[config.mk]
export PLATFORM = sky130hd
export DESIGN_NAME = tlul_host_engine
export DESIGN_NICKNAME = d
export VERILOG_FILES = /design/src/rtl/tlul_host_pkg.sv /design/src/rtl/tlul_host_id_alloc.sv /design/src/rtl/tlul_host_engine.sv
export SDC_FILE = /design/constraint.sdc
export NUM_CORES = 1
export LEC_CHECK = 0
export BUFFER_PORTS_ARGS = -buffer_cell sky130_fd_sc_hd__buf_4
export CAP_MARGIN = 20
export CELL_PAD_IN_SITES_DETAIL_PLACEMENT = 1
export CELL_PAD_IN_SITES_GLOBAL_PLACEMENT = 1
export CORE_MARGIN = 8
export CORE_UTILIZATION = 29
export DETAILED_ROUTE_END_ITERATION = 8
export GPL_TIMING_DRIVEN = 0
export HOLD_SLACK_MARGIN = 0.15
export PLACE_DENSITY_LB_ADDON = 0.1
export SLEW_MARGIN = 20
export SYNTH_ARGS = -nofsm -noshare
export SYNTH_HDL_FRONTEND = slang
export SYNTH_SLANG_ARGS = --single-unit
[constraint.sdc]
create_clock -name clk_i -period 3.4 [get_ports clk_i]
set_clock_uncertainty 0.1 [all_clocks]
set_input_delay 0.68 -clock clk_i [delete_from_list [all_inputs] [get_ports clk_i]]
set_output_delay 0.68 -clock clk_i [all_outputs]
set_load 0.01 [all_outputs]
[src/rtl/tlul_host_pkg.sv]
// Shared types for the TL-UL host engine: TL-UL channel structs, the host
// command/response records, the A-side FSM state and the ID width.
package tlul_host_pkg;

  localparam int MaxOutstandingLimit = 16;
  localparam int IdW = 4;

  typedef enum logic [2:0] {
    PutFullData    = 3'h0,
    PutPartialData = 3'h1,
    Get            = 3'h4
  } tl_a_op_e;

  typedef enum logic [2:0] {
    AccessAck     = 3'h0,
    AccessAckData = 3'h1
  } tl_d_op_e;

  typedef struct packed {
    logic        a_valid;
    tl_a_op_e    a_opcode;
    logic [2:0]  a_param;
    logic [1:0]  a_size;
    logic [7:0]  a_source;
    logic [31:0] a_address;
    logic [3:0]  a_mask;
    logic [31:0] a_data;
    logic        d_ready;
  } tl_h2d_t;

  typedef struct packed {
    logic        d_valid;
    tl_d_op_e    d_opcode;
    logic [2:0]  d_param;
    logic [1:0]  d_size;
    logic [7:0]  d_source;
    logic        d_sink;
    logic [31:0] d_data;
    logic        d_error;
    logic        a_ready;
  } tl_d2h_t;

  typedef struct packed {
    logic        write;
    logic [31:0] addr;
    logic [31:0] wdata;
    logic [3:0]  mask;
    logic [1:0]  size;
  } host_cmd_t;

  typedef struct packed {
    logic [31:0] rdata;
    logic [7:0]  source;
    logic        error;
    logic        mismatch;
  } host_rsp_t;

  typedef enum logic {
    A_IDLE = 1'b0,
    A_REQ  = 1'b1
  } a_state_e;

  // Response opcode a device must return for a given request kind.
  function automatic tl_d_op_e exp_d_op(input logic write);
    tl_d_op_e op;
    if (write) op = AccessAck;
    else       op = AccessAckData;
    return op;
  endfunction

endpackage

[src/rtl/tlul_host_id_alloc.sv]
// Source-ID pool: busy bit per ID, lowest-free priority encoder and an
// in-flight counter. Availability is taken from registered state only.
module tlul_host_id_alloc
  import tlul_host_pkg::*;
#(
  parameter int MaxOutstanding = 4
) (
  input  logic                      clk_i,
  input  logic                      rst_i,
  input  logic                      alloc_i,
  input  logic                      free_i,
  input  logic [IdW-1:0]            free_id_i,
  output logic                      avail_o,
  output logic [IdW-1:0]            id_o,
  output logic [4:0]                count_o,
  output logic [MaxOutstanding-1:0] busy_o
);

  logic [MaxOutstanding-1:0] busy_q, busy_d;
  logic [4:0]                count_q;
  logic                      do_alloc, do_free;

  always_comb begin
    avail_o = 1'b0;
    id_o    = '0;
    for (int i = MaxOutstanding - 1; i >= 0; i--) begin
      if (!busy_q[i]) begin
        avail_o = 1'b1;
        id_o    = IdW'(i);
      end
    end
  end

  assign do_alloc = alloc_i && avail_o;

  // Free and allocate touch different IDs, since only free IDs are allocated.
  always_comb begin
    busy_d  = busy_q;
    do_free = 1'b0;
    for (int i = 0; i < MaxOutstanding; i++) begin
      if (free_i && busy_q[i] && (free_id_i == IdW'(i))) begin
        busy_d[i] = 1'b0;
        do_free   = 1'b1;
      end
      if (do_alloc && (id_o == IdW'(i))) busy_d[i] = 1'b1;
    end
  end

  always_ff @(posedge clk_i) begin
    if (rst_i) begin
      busy_q  <= '0;
      count_q <= '0;
    end else begin
      busy_q <= busy_d;
      unique case ({do_alloc, do_free})
        2'b10:   count_q <= count_q + 5'd1;
        2'b01:   count_q <= count_q - 5'd1;
        default: count_q <= count_q;
      endcase
    end
  end

  assign busy_o  = busy_q;
  assign count_o = count_q;

endmodule

[src/rtl/tlul_host_engine.sv]
// TL-UL host: command stream -> A-channel requests, D responses -> response
// stream with opcode/size/source checking. Watchdog: TLUL_HOST_ENGINE_TIMEOUT_EN.
module tlul_host_engine
  import tlul_host_pkg::*;
#(
  parameter int MaxOutstanding = 4,
  parameter int SourceBase     = 0,
  parameter int TimeoutCycles  = 1000
) (
  input  logic        clk_i,
  input  logic        rst_i,
  input  logic        cmd_valid_i,
  output logic        cmd_ready_o,
  input  logic        cmd_write_i,
  input  logic [31:0] cmd_addr_i,
  input  logic [31:0] cmd_wdata_i,
  input  logic [3:0]  cmd_mask_i,
  input  logic [1:0]  cmd_size_i,
  output logic        rsp_valid_o,
  input  logic        rsp_ready_i,
  output logic [31:0] rsp_rdata_o,
  output logic [7:0]  rsp_source_o,
  output logic        rsp_error_o,
  output logic        rsp_mismatch_o,
  output tl_h2d_t     tl_o,
  input  tl_d2h_t     tl_i,
  output logic [4:0]  outstanding_o,
  output logic        timeout_o
);

  localparam logic [7:0] SrcBase  = 8'(SourceBase);
  localparam logic [7:0] PoolSize = 8'(MaxOutstanding);

  a_state_e                  state_q, state_d;
  host_cmd_t                 cmd, a_q;
  tl_a_op_e                  a_opcode_q;
  logic [7:0]                a_source_q;
  logic                      cmd_ready, a_valid, cmd_acc, a_hs;
  logic                      d_ready, d_hs, id_free;
  logic                      avail;
  logic [IdW-1:0]            alloc_id;
  logic [MaxOutstanding-1:0] busy;
  logic                      wr_tbl   [MaxOutstanding];
  logic [1:0]                size_tbl [MaxOutstanding];
  logic [8:0]                src_diff;
  logic                      in_range, hit, hit_wr, mismatch;
  logic [1:0]                hit_size;
  host_rsp_t                 rsp_p1;
  logic                      vld_p1;
  logic                      unused_tl;

  assign cmd = '{write: cmd_write_i, addr: cmd_addr_i, wdata: cmd_wdata_i,
                 mask: cmd_mask_i, size: cmd_size_i};

  assign cmd_acc = cmd_valid_i && cmd_ready;
  assign a_hs    = a_valid && tl_i.a_ready;
  assign d_ready = !vld_p1 || rsp_ready_i;
  assign d_hs    = tl_i.d_valid && d_ready;
  assign id_free = d_hs && hit;

  tlul_host_id_alloc #(
    .MaxOutstanding(MaxOutstanding)
  ) u_id_alloc (
    .clk_i     (clk_i),
    .rst_i     (rst_i),
    .alloc_i   (cmd_acc),
    .free_i    (id_free),
    .free_id_i (src_diff[IdW-1:0]),
    .avail_o   (avail),
    .id_o      (alloc_id),
    .count_o   (outstanding_o),
    .busy_o    (busy)
  );

  // ---- A channel: state register / next state / outputs
  always_ff @(posedge clk_i) begin
    if (rst_i) state_q <= A_IDLE;
    else       state_q <= state_d;
  end

  always_comb begin
    state_d = state_q;
    unique case (state_q)
      A_IDLE: if (cmd_valid_i && cmd_ready) state_d = A_REQ;
      A_REQ:  if (tl_i.a_ready)             state_d = A_IDLE;
    endcase
  end

  always_comb begin
    cmd_ready = 1'b0;
    a_valid   = 1'b0;
    unique case (state_q)
      A_IDLE: cmd_ready = avail;
      A_REQ:  a_valid   = 1'b1;
    endcase
  end

  assign cmd_ready_o = cmd_ready;

  always_ff @(posedge clk_i) begin
    if (rst_i) begin
      a_q        <= '0;
      a_opcode_q <= PutFullData;
      a_source_q <= '0;
    end else if (cmd_acc) begin
      a_q        <= cmd;
      a_opcode_q <= cmd.write ? PutFullData : Get;
      a_source_q <= SrcBase + 8'(alloc_id);
    end
  end

  // Per-ID attributes are only meaningful while the busy bit is set.
  always_ff @(posedge clk_i) begin
    if (cmd_acc) begin
      for (int i = 0; i < MaxOutstanding; i++) begin
        if (alloc_id == IdW'(i)) begin
          wr_tbl[i]   <= cmd.write;
          size_tbl[i] <= cmd.size;
        end
      end
    end
  end

  always_comb begin
    tl_o           = '0;
    tl_o.a_valid   = a_valid;
    tl_o.a_opcode  = a_opcode_q;
    tl_o.a_size    = a_q.size;
    tl_o.a_source  = a_source_q;
    tl_o.a_address = a_q.addr;
    tl_o.a_mask    = a_q.mask;
    tl_o.a_data    = a_q.wdata;
    tl_o.d_ready   = d_ready;
  end

  // ---- D channel: source lookup and response checking
  assign src_diff = {1'b0, tl_i.d_source} - {1'b0, SrcBase};
  assign in_range = !src_diff[8] && (src_diff[7:0] < PoolSize);

  always_comb begin
    hit      = 1'b0;
    hit_wr   = 1'b0;
    hit_size = '0;
    for (int i = 0; i < MaxOutstanding; i++) begin
      if (in_range && (src_diff[7:0] == 8'(i)) && busy[i]) begin
        hit      = 1'b1;
        hit_wr   = wr_tbl[i];
        hit_size = size_tbl[i];
      end
    end
  end

  assign mismatch = !hit || (tl_i.d_size != hit_size) ||
                    (tl_i.d_opcode != exp_d_op(hit_wr));

  // ---- response register stage (p1)
  always_ff @(posedge clk_i) begin
    if (rst_i) begin
      vld_p1 <= 1'b0;
      rsp_p1 <= '0;
    end else if (d_hs) begin
      vld_p1          <= 1'b1;
      rsp_p1.rdata    <= (hit && hit_wr) ? 32'h0 : tl_i.d_data;
      rsp_p1.source   <= tl_i.d_source;
      rsp_p1.error    <= tl_i.d_error;
      rsp_p1.mismatch <= mismatch;
    end else if (rsp_ready_i) begin
      vld_p1 <= 1'b0;
    end
  end

  assign rsp_valid_o    = vld_p1;
  assign rsp_rdata_o    = rsp_p1.rdata;
  assign rsp_source_o   = rsp_p1.source;
  assign rsp_error_o    = rsp_p1.error;
  assign rsp_mismatch_o = rsp_p1.mismatch;

  assign unused_tl = ^{tl_i.d_param, tl_i.d_sink};

`ifdef TLUL_HOST_ENGINE_TIMEOUT_EN
  localparam logic [31:0] ToLimit = 32'(TimeoutCycles);
  logic [31:0] wd_cnt;
  logic        wd_flag, wd_run;

  assign wd_run = (a_valid && !tl_i.a_ready) || (outstanding_o != 5'd0);

  // Any handshake counts as progress; the flag is sticky until reset.
  always_ff @(posedge clk_i) begin
    if (rst_i) begin
      wd_cnt  <= '0;
      wd_flag <= 1'b0;
    end else if (a_hs || d_hs || !wd_run) begin
      wd_cnt <= '0;
    end else begin
      if (wd_cnt != ToLimit)          wd_cnt  <= wd_cnt + 32'd1;
      if (wd_cnt + 32'd1 >= ToLimit)  wd_flag <= 1'b1;
    end
  end

  assign timeout_o = wd_flag;
`else
  logic [31:0] unused_timeout;
  logic        unused_a_hs;
  assign unused_timeout = 32'(TimeoutCycles);
  assign unused_a_hs    = a_hs;
  assign timeout_o      = 1'b0;
`endif

endmodule

==> results of run 1 <==
-- through the flow --
stage	instance area (µm²)	hold WS (ps)	std cells
4_1_cts	8133	355.2	1154
3_5_place_dp	7500	347.7	1124
3_3_place_gp	7500	341.8	1124
5_1_grt	8174	367.0	1156
6_report	8174	351.5	1156
2_1_floorplan	5374	376.1	650
-- power groups by stage --
stage / clock network [W] / logic, W / registers (W)
final: 0.00195 / 0.000583 / 0.00178
after detailed placement: 0 / 0.000588 / 0.00182
after floorplan: 0 / 0.000217 / 0.00185
after CTS: 0.00201 / 0.000590 / 0.00178
after global routing: 0.00208 / 0.000640 / 0.00179
after global placement: 0 / 0.000572 / 0.00181
-- final cells by class --
type / count / share of cell area
multi-input cells: 443 / 0.2640
well taps: 229 / 0.03505
plain buffers: 61 / 0.03980
clock inverters: 4 / 0.008572
repair buffers: 247 / 0.2268
flip-flops and latches: 138 / 0.3527
inverters: 6 / 0.003214
clock buffers: 28 / 0.06980
-- routing by layer --
metal / global-route usage / up-vias / routed length [µm] / part of all wire
met5: 0 / - / 0 / 0
met4: 0.05683 / 0 / 280 / 0.014
met3: 0.06089 / 23 / 1814 / 0.091
met2: 0.3024 / 167 / 10290 / 0.52
met1: 0.1731 / 2490 / 7574 / 0.38
li1: - / 2650 / - / -
-- worst max-delay path, delay by kind of cell --
kind | cells | cell delay (ps)
buf+inv | 4 | 540
fa+ha+maj | 2 | 400
compound gates | 5 | 680
xor+xnor | 2 | 300
simple gates | 3 | 830
-- synthesized netlist by cell type (all sizes together) (2+ instances only) --
cell type	instances
xor2	5
ha	4
nand3	40
a21o	3
buf	37
a21oi	120
inv	6
clkbuf	26
nand2b	4
nor4	3
a211oi	2
xnor2	3
a31oi	4
dfxtp	126
or3	3
mux2i	3
nand2	196
nor3b	2
and2	2
o21ai	7
nor2b	2
edfxtp	12
o211ai	2
nor2	11
-- state kept, by name (all words and copies together) (netlist names), 2 cells and up --
signal              flops
u_id_alloc.count_o      5
rsp_rdata_o            32
wr_tbl                  4
a_source_q              2
tl_o                   70
size_tbl                8
u_id_alloc.busy_o       4
rsp_source_o            8
-- worst max path at each step --
stage                      from                    end  slack [ps]
finish                 tl_i[36]  u_id_alloc.count_o[4]         190
global route           tl_i[36]  u_id_alloc.count_o[4]          20
CTS                    tl_i[36]  u_id_alloc.count_o[4]          60
detailed placement  rsp_ready_i  u_id_alloc.count_o[4]        -440
global placement    rsp_ready_i  u_id_alloc.count_o[4]        -320
floorplan              tl_i[36]  u_id_alloc.count_o[4]          80
-- kinds of logic after synthesis --
group	after synthesis	share of synthesized area
multiplexers	3	0.005633
AO/OA/AOI/OAI	148	0.1514
buffers and inverters	69	0.06595
flip-flops	138	0.5407
AND/OR/NAND/NOR	268	0.2131
XOR/XNOR	8	0.01314
adder cells (fa/ha/maj)	4	0.009388
other	1	0.0007034
-- repair_timing --
item | 4_1_cts | 5_1_grt
gates resized for setup | 0 | 10
buffers inserted | 0 | 2
endpoints found under the hold margin | 0 | 0
setup endpoints to repair | 1 | 1
==> impl_results.md, run 1 <==
- Placement Rows: 49
- Routability cong.: 0.8018
- Pre-antenna DRT Iters: 4
- Critical path data required time: 3640 ps
- First-pass GRT wire length: 29,480 µm
- Congestion Overflow GR: 0
- Post-synth EDFFs: 12
- Clock share of power: 0.452
- Initial DRC Count: 142
- Tightest Hold Check Type: reg2reg
- Most common cell after layout, fill and taps aside: buf_4
- Logic pwr share: 0.135
- Wire per inst: 17.27 µm
- CP arrival: 3450 ps
- Worst ir drop on vdd: 364.6 µV
- LEAKAGE: 3.674 nW
- Top Ports: 263
- Cell taking the most area after synthesis: dfxtp_1
- Total Routing Usage GR: 0.1662
- Fin crit period: 3213 ps
- Unique cell type count in the Yosys netlist: 48
- Worst-Margin Slew: 739.4 ps
- Max stage delay cell, worst path: or3_1
- TritonCTS clock tree: yes
- Outcome: finished clean
- Tcrit/Tclk final: 0.9450
- Layout area overhead: 53.32%
- R2r startpoint: u_id_alloc.busy_o[1]
- Switching power: 0.001013 W
- Layout cells sized above 1: 0.3474
- Share of the synthesized area in the top cell type: 0.4731
- Seq/Total Area, Yosys: 0.5407
- Hold Path Depth: 2
- ANT cells: 0
- CTS Buffer Depth: 2
- R2R Setup Slk: 270 ps
- CP Max Fanout: 7
- Number of max-cap violations: 0
- Pwr dens: 528.4 mW/mm²
- FF/Latch Area: 0.002883 mm²
- Cell count after synthesis: 639
- Final hold viol count: 0
- Via count: 5,330
- Most frequent cells in the layout: buf_4, nand2_1, dfxtp_1
- Fmax achieved: 311.2 MHz
- Post-DRT Antenna Nets: 0
- Place WS: -439.3 ps
- Vias in the first global route: 5,627
- Total of warnings raised by yosys: 0
- IO Port Bufs: 245
- Clk pin slew, worst setup/hold paths: 60 ps
- Fin util: 0.4535
- Synth Cell Area: 0.005331 mm²
- # DRC: 0
- Fillers: 2,167
- Core Area: 0.01802 mm²
- Cell Chain, Critical Path: buf_4 > or3_1 > buf_6 > o21ai_2 > nand3_4 > inv_2 > ha_1 > buf_4 > xor2_1 > ha_2 > a21boi_1 > o22a_1 > a21oi_2 > xor2_1 > or3_1 > a21oi_1
- WL final: 19,960 µm
- Vias/cell: 4.611
- Int Pwr: 0.003307 W
- Pwr Total: 0.004320 W
- Post-synth top flop: dfxtp_1
- Setup tns final: 0 ps
- # setup viols final: 0
- Die H: 151.6 µm
- End of the worst hold path: rsp_rdata_o[17]
- Multi-input logic area: 0.002158 mm²
- Initial antenna violation count: 0
- Total CTS buffers: 17
- Cts hold-fix bufs: 0
- #FFs+latches synth: 138
- Switch share: 0.2345
- CP endpoint kind: flip-flop
- CTS root buf: clkbuf_16
- Die area: 0.02298 mm²
- Clock sink total: 138
- Crit Path Class: in2reg
- Final #Nets: 1,045
- RSZ-0062 raised after global routing: no
- Asr flop ratio synth: 0
- Crit path largest cell delay: 390 ps
- Cells on worst reg2reg path: 14
- DIE WIDTH: 151.6 µm
- Worst-skew pair later-pin latency: 410 ps
- Dpl hpwl: 15,920 µm
- Max Slew Vio Count: 0
- Worst Slack Setup Final: 187.0 ps
- Worst Hold Launch: rsp_rdata_o[17]
- Worst reg2reg path endpoint: u_id_alloc.count_o[4]
- Largest net degree at the start of global routing: 17
- Crit start category: input port
- Synth Area per Inst: 8.343 µm²
- Max H-tree Level: 4
- Flop pwr share: 0.413
- Relative max-transition margin: 0.5070
- Starting density of the core: 0.2958
- Synth area leaders: dfxtp_1, nand2_1, a21oi_1
Note: power is estimated with default switching activity, not from simulation.
==> run 2, diff against run 1 <==
--- a/config.mk
+++ b/config.mk
@@ -5,12 +5,13 @@
 export SDC_FILE = /design/constraint.sdc
 export NUM_CORES = 1
 export LEC_CHECK = 0
+export ABC_CLOCK_PERIOD_IN_PS = 3500
 export BUFFER_PORTS_ARGS = -buffer_cell sky130_fd_sc_hd__buf_4
 export CAP_MARGIN = 20
 export CELL_PAD_IN_SITES_DETAIL_PLACEMENT = 1
 export CELL_PAD_IN_SITES_GLOBAL_PLACEMENT = 1
 export CORE_MARGIN = 8
-export CORE_UTILIZATION = 29
+export CORE_UTILIZATION = 32
 export DETAILED_ROUTE_END_ITERATION = 8
 export GPL_TIMING_DRIVEN = 0
 export HOLD_SLACK_MARGIN = 0.15
==> constraint.sdc (replaced) <==
create_clock -name clk_i -period 3.5 [get_ports clk_i]
set_clock_uncertainty 0.1 [all_clocks]
set_input_delay 0.7 -clock clk_i [delete_from_list [all_inputs] [get_ports clk_i]]
set_output_delay 0.7 -clock clk_i [all_outputs]
set_load 0.01 [all_outputs]
==> impl_results.md, run 2 (synthesized netlist as in run 1, its figures left out) <==
- Die area: 0.02105 mm² (was 0.02298 mm²)
- Via count: 5,356 (was 5,330)
- End of the worst hold path: rsp_rdata_o[23] (was rsp_rdata_o[17])
- Worst reg2reg path endpoint: u_id_alloc.count_o[4] (unchanged)
- Vias/cell: 4.690 (was 4.611)
- Number of max-cap violations: 0 (unchanged)
- Largest net degree at the start of global routing: 17 (unchanged)
- ANT cells: 0 (unchanged)
- Total Routing Usage GR: 0.1826 (was 0.1662)
- Total CTS buffers: 17 (unchanged)
- Critical path data required time: 3740 ps (was 3640 ps)
- Tightest Hold Check Type: reg2reg (unchanged)
- Pre-antenna DRT Iters: 4 (unchanged)
- Fin util: 0.4866 (was 0.4535)
- Routability cong.: 0.7754 (was 0.8018)
- Crit path largest cell delay: 390 ps (about the same)
- Final hold viol count: 0 (unchanged)
- CP endpoint kind: flip-flop (unchanged)
- Worst ir drop on vdd: 337.3 µV (was 364.6 µV)
- Worst Slack Setup Final: 141.3 ps (was 187.0 ps)
- IO Port Bufs: 245 (unchanged)
- Pwr dens: 478.8 mW/mm² (was 528.4 mW/mm²)
- Core Area: 0.01641 mm² (was 0.01802 mm²)
- Worst-Margin Slew: 633.5 ps (was 739.4 ps)
- # setup viols final: 0 (unchanged)
- DIE WIDTH: 145.1 µm (was 151.6 µm)
- Fillers: 2,008 (was 2,167)
- Max reg flops: 70 (unchanged)
- TritonCTS clock tree: yes (unchanged)
- Fmax achieved: 297.7 MHz
- Post-DRT Antenna Nets: 0 (unchanged)
- Clk pin slew, worst setup/hold paths: 50 ps (was 60 ps)
- Dpl hpwl: 15,380 µm (was 15,920 µm)
- CP Max Fanout: 8 (was 7)
- Placement Rows: 47 (was 49)
- Fin crit period: 3359 ps
- First-pass GRT wire length: 31,080 µm (was 29,480 µm)
- Worst Hold Launch: rsp_rdata_o[23] (was rsp_rdata_o[17])
- Clock sink total: 138 (unchanged)
- Hold Path Depth: 2 (unchanged)
- Initial antenna violation count: 0 (unchanged)
- Cts hold-fix bufs: 0 (unchanged)
- Crit start category: input port (unchanged)
- Max Slew Vio Count: 0 (unchanged)
- Relative max-transition margin: 0.5777 (was 0.5070)
- Tcrit/Tclk final: 0.9596
- Postcts setup bufs: 0 (unchanged)
- Place WS: -471.6 ps (was -439.3 ps)
- CP arrival: 3600 ps (was 3450 ps)
- CTS root buf: clkbuf_16 (unchanged)
- # DRC: 0 (unchanged)
- PostCTS Resize Cnt: 0 (unchanged)
- Most common cell after layout, fill and taps aside: buf_4 (unchanged)
- R2r startpoint: u_id_alloc.busy_o[0] (was u_id_alloc.busy_o[1])
- Starting density of the core: 0.3249 (was 0.2958)
- Top Ports: 263 (unchanged)
- Final #Nets: 1,042 (was 1,045)
- Die H: 145.1 µm (was 151.6 µm)
- Most frequent cells in the layout: buf_4, nand2_1, dfxtp_1 (unchanged)
- Max stage delay cell, worst path: or3_1 (unchanged)
- Layout area overhead: 49.75% (was 53.32%)
- WL final: 19,400 µm (was 19,960 µm)
- Layout cells sized above 1: 0.3362 (was 0.3474)
- Crit Path Class: in2reg (unchanged)
- Outcome: finished clean (unchanged)
- Cells on worst reg2reg path: 14 (unchanged)
- Congestion Overflow GR: 0 (unchanged)
- CTS Buffer Depth: 2 (unchanged)
- Initial DRC Count: 119 (was 142)
- Wire per inst: 16.99 µm (was 17.27 µm)
- R2R Setup Slk: 280 ps (was 270 ps)
- Max H-tree Level: 4 (unchanged)
- Worst-skew pair later-pin latency: 410 ps (about the same)
- LEAKAGE: 3.591 nW (was 3.674 nW)
- Cell Chain, Critical Path: buf_4 > or3_1 > buf_6 > o21ai_2 > nand3_2 > inv_1 > ha_4 > xor2_1 > ha_1 > a21boi_0 > o22a_1 > a21oi_1 > xor2_1 > or3_1 > a21oi_1 (was buf_4 > or3_1 > buf_6 > o21ai_2 > nand3_4 > inv_2 > ha_1 > buf_4 > xor2_1 > ha_2 > a21boi_1 > o22a_1 > a21oi_2 > xor2_1 > or3_1 > a21oi_1)
- Vias in the first global route: 5,802 (was 5,627)
-- run 2: cell count changes in the layout (fill, tap and decap cells not counted), sizes merged --
cell      previous run  this run
buf                285       282
bufinv               2         0
clkbuf              51        49
clkinv               2         4
clkinvlp             1         0
inv                  5         6
-- run 2: layer usage --
metal,track usage,part of all wire
met5,0,0
met4,0.05622,0.015
met3,0.06654,0.072
met2,0.3280,0.52
met1,0.1959,0.40
-- run 2: worst max-delay path, delay by kind of cell --
family                   cells  cell delay [ps]
buffers and inverters        3              470
XOR/XNOR                     2              320
AND/OR/NAND/NOR              3              870
adder cells (fa/ha/maj)      2              430
AO/OA/AOI/OAI                5              810
-- run 2: worst max path at each step --
stage                  start               endpoint  slack (ps)  cells after the start
floorplan           tl_i[36]  u_id_alloc.count_o[4]          70                     15
global placement    tl_i[36]  u_id_alloc.count_o[4]        -330                     16
detailed placement  tl_i[36]  u_id_alloc.count_o[4]        -470                     16
CTS                 tl_i[36]  u_id_alloc.count_o[4]          20                     15
global route        tl_i[36]  u_id_alloc.count_o[4]         -20                     15
finish              tl_i[36]  u_id_alloc.count_o[4]         140                     15
-- run 2: final cells by class --
type                       count  area, µm²  share of cell area
multi-input combinational    443       2157              0.2702
clock buffer                  26      469.2             0.05877
buffer                        60      317.8             0.03981
inverter                       6      22.52            0.002821
tap                          220      275.3             0.03448
clock inverter                 4      20.02            0.002507
sequential                   138       2883              0.3611
timing repair buffer         245       1839              0.2304
-- run 2: where the power goes --
group | total (W) | internal [W] | switching, W
Clock | 0.00153 | 0.000910 | 0.000621
Combinational | 0.000558 | 0.000274 | 0.000285
Sequential | 0.00173 | 0.00168 | 0.0000491
Total | 0.00382 | 0.00287 | 0.000955
-- run 2: through the flow --
| step | hold slack, ps | power [W] | instances | setup TNS [ps] | instance area, µm² |
|---|---|---|---|---|---|
| after detailed placement | 345.4 | 0.002334 | 1115 | -572.6 | 7487 |
| after global routing | 369.6 | 0.004005 | 1142 | -17.57 | 7984 |
| after CTS | 353.1 | 0.003878 | 1142 | 0 | 7965 |
| after global placement | 339.6 | 0.002312 | 1115 | -331.6 | 7487 |
| final | 348.9 | 0.003823 | 1142 | 0 | 7984 |
| after floorplan | 376.1 | 0.002007 | 650 | 0 | 5373 |
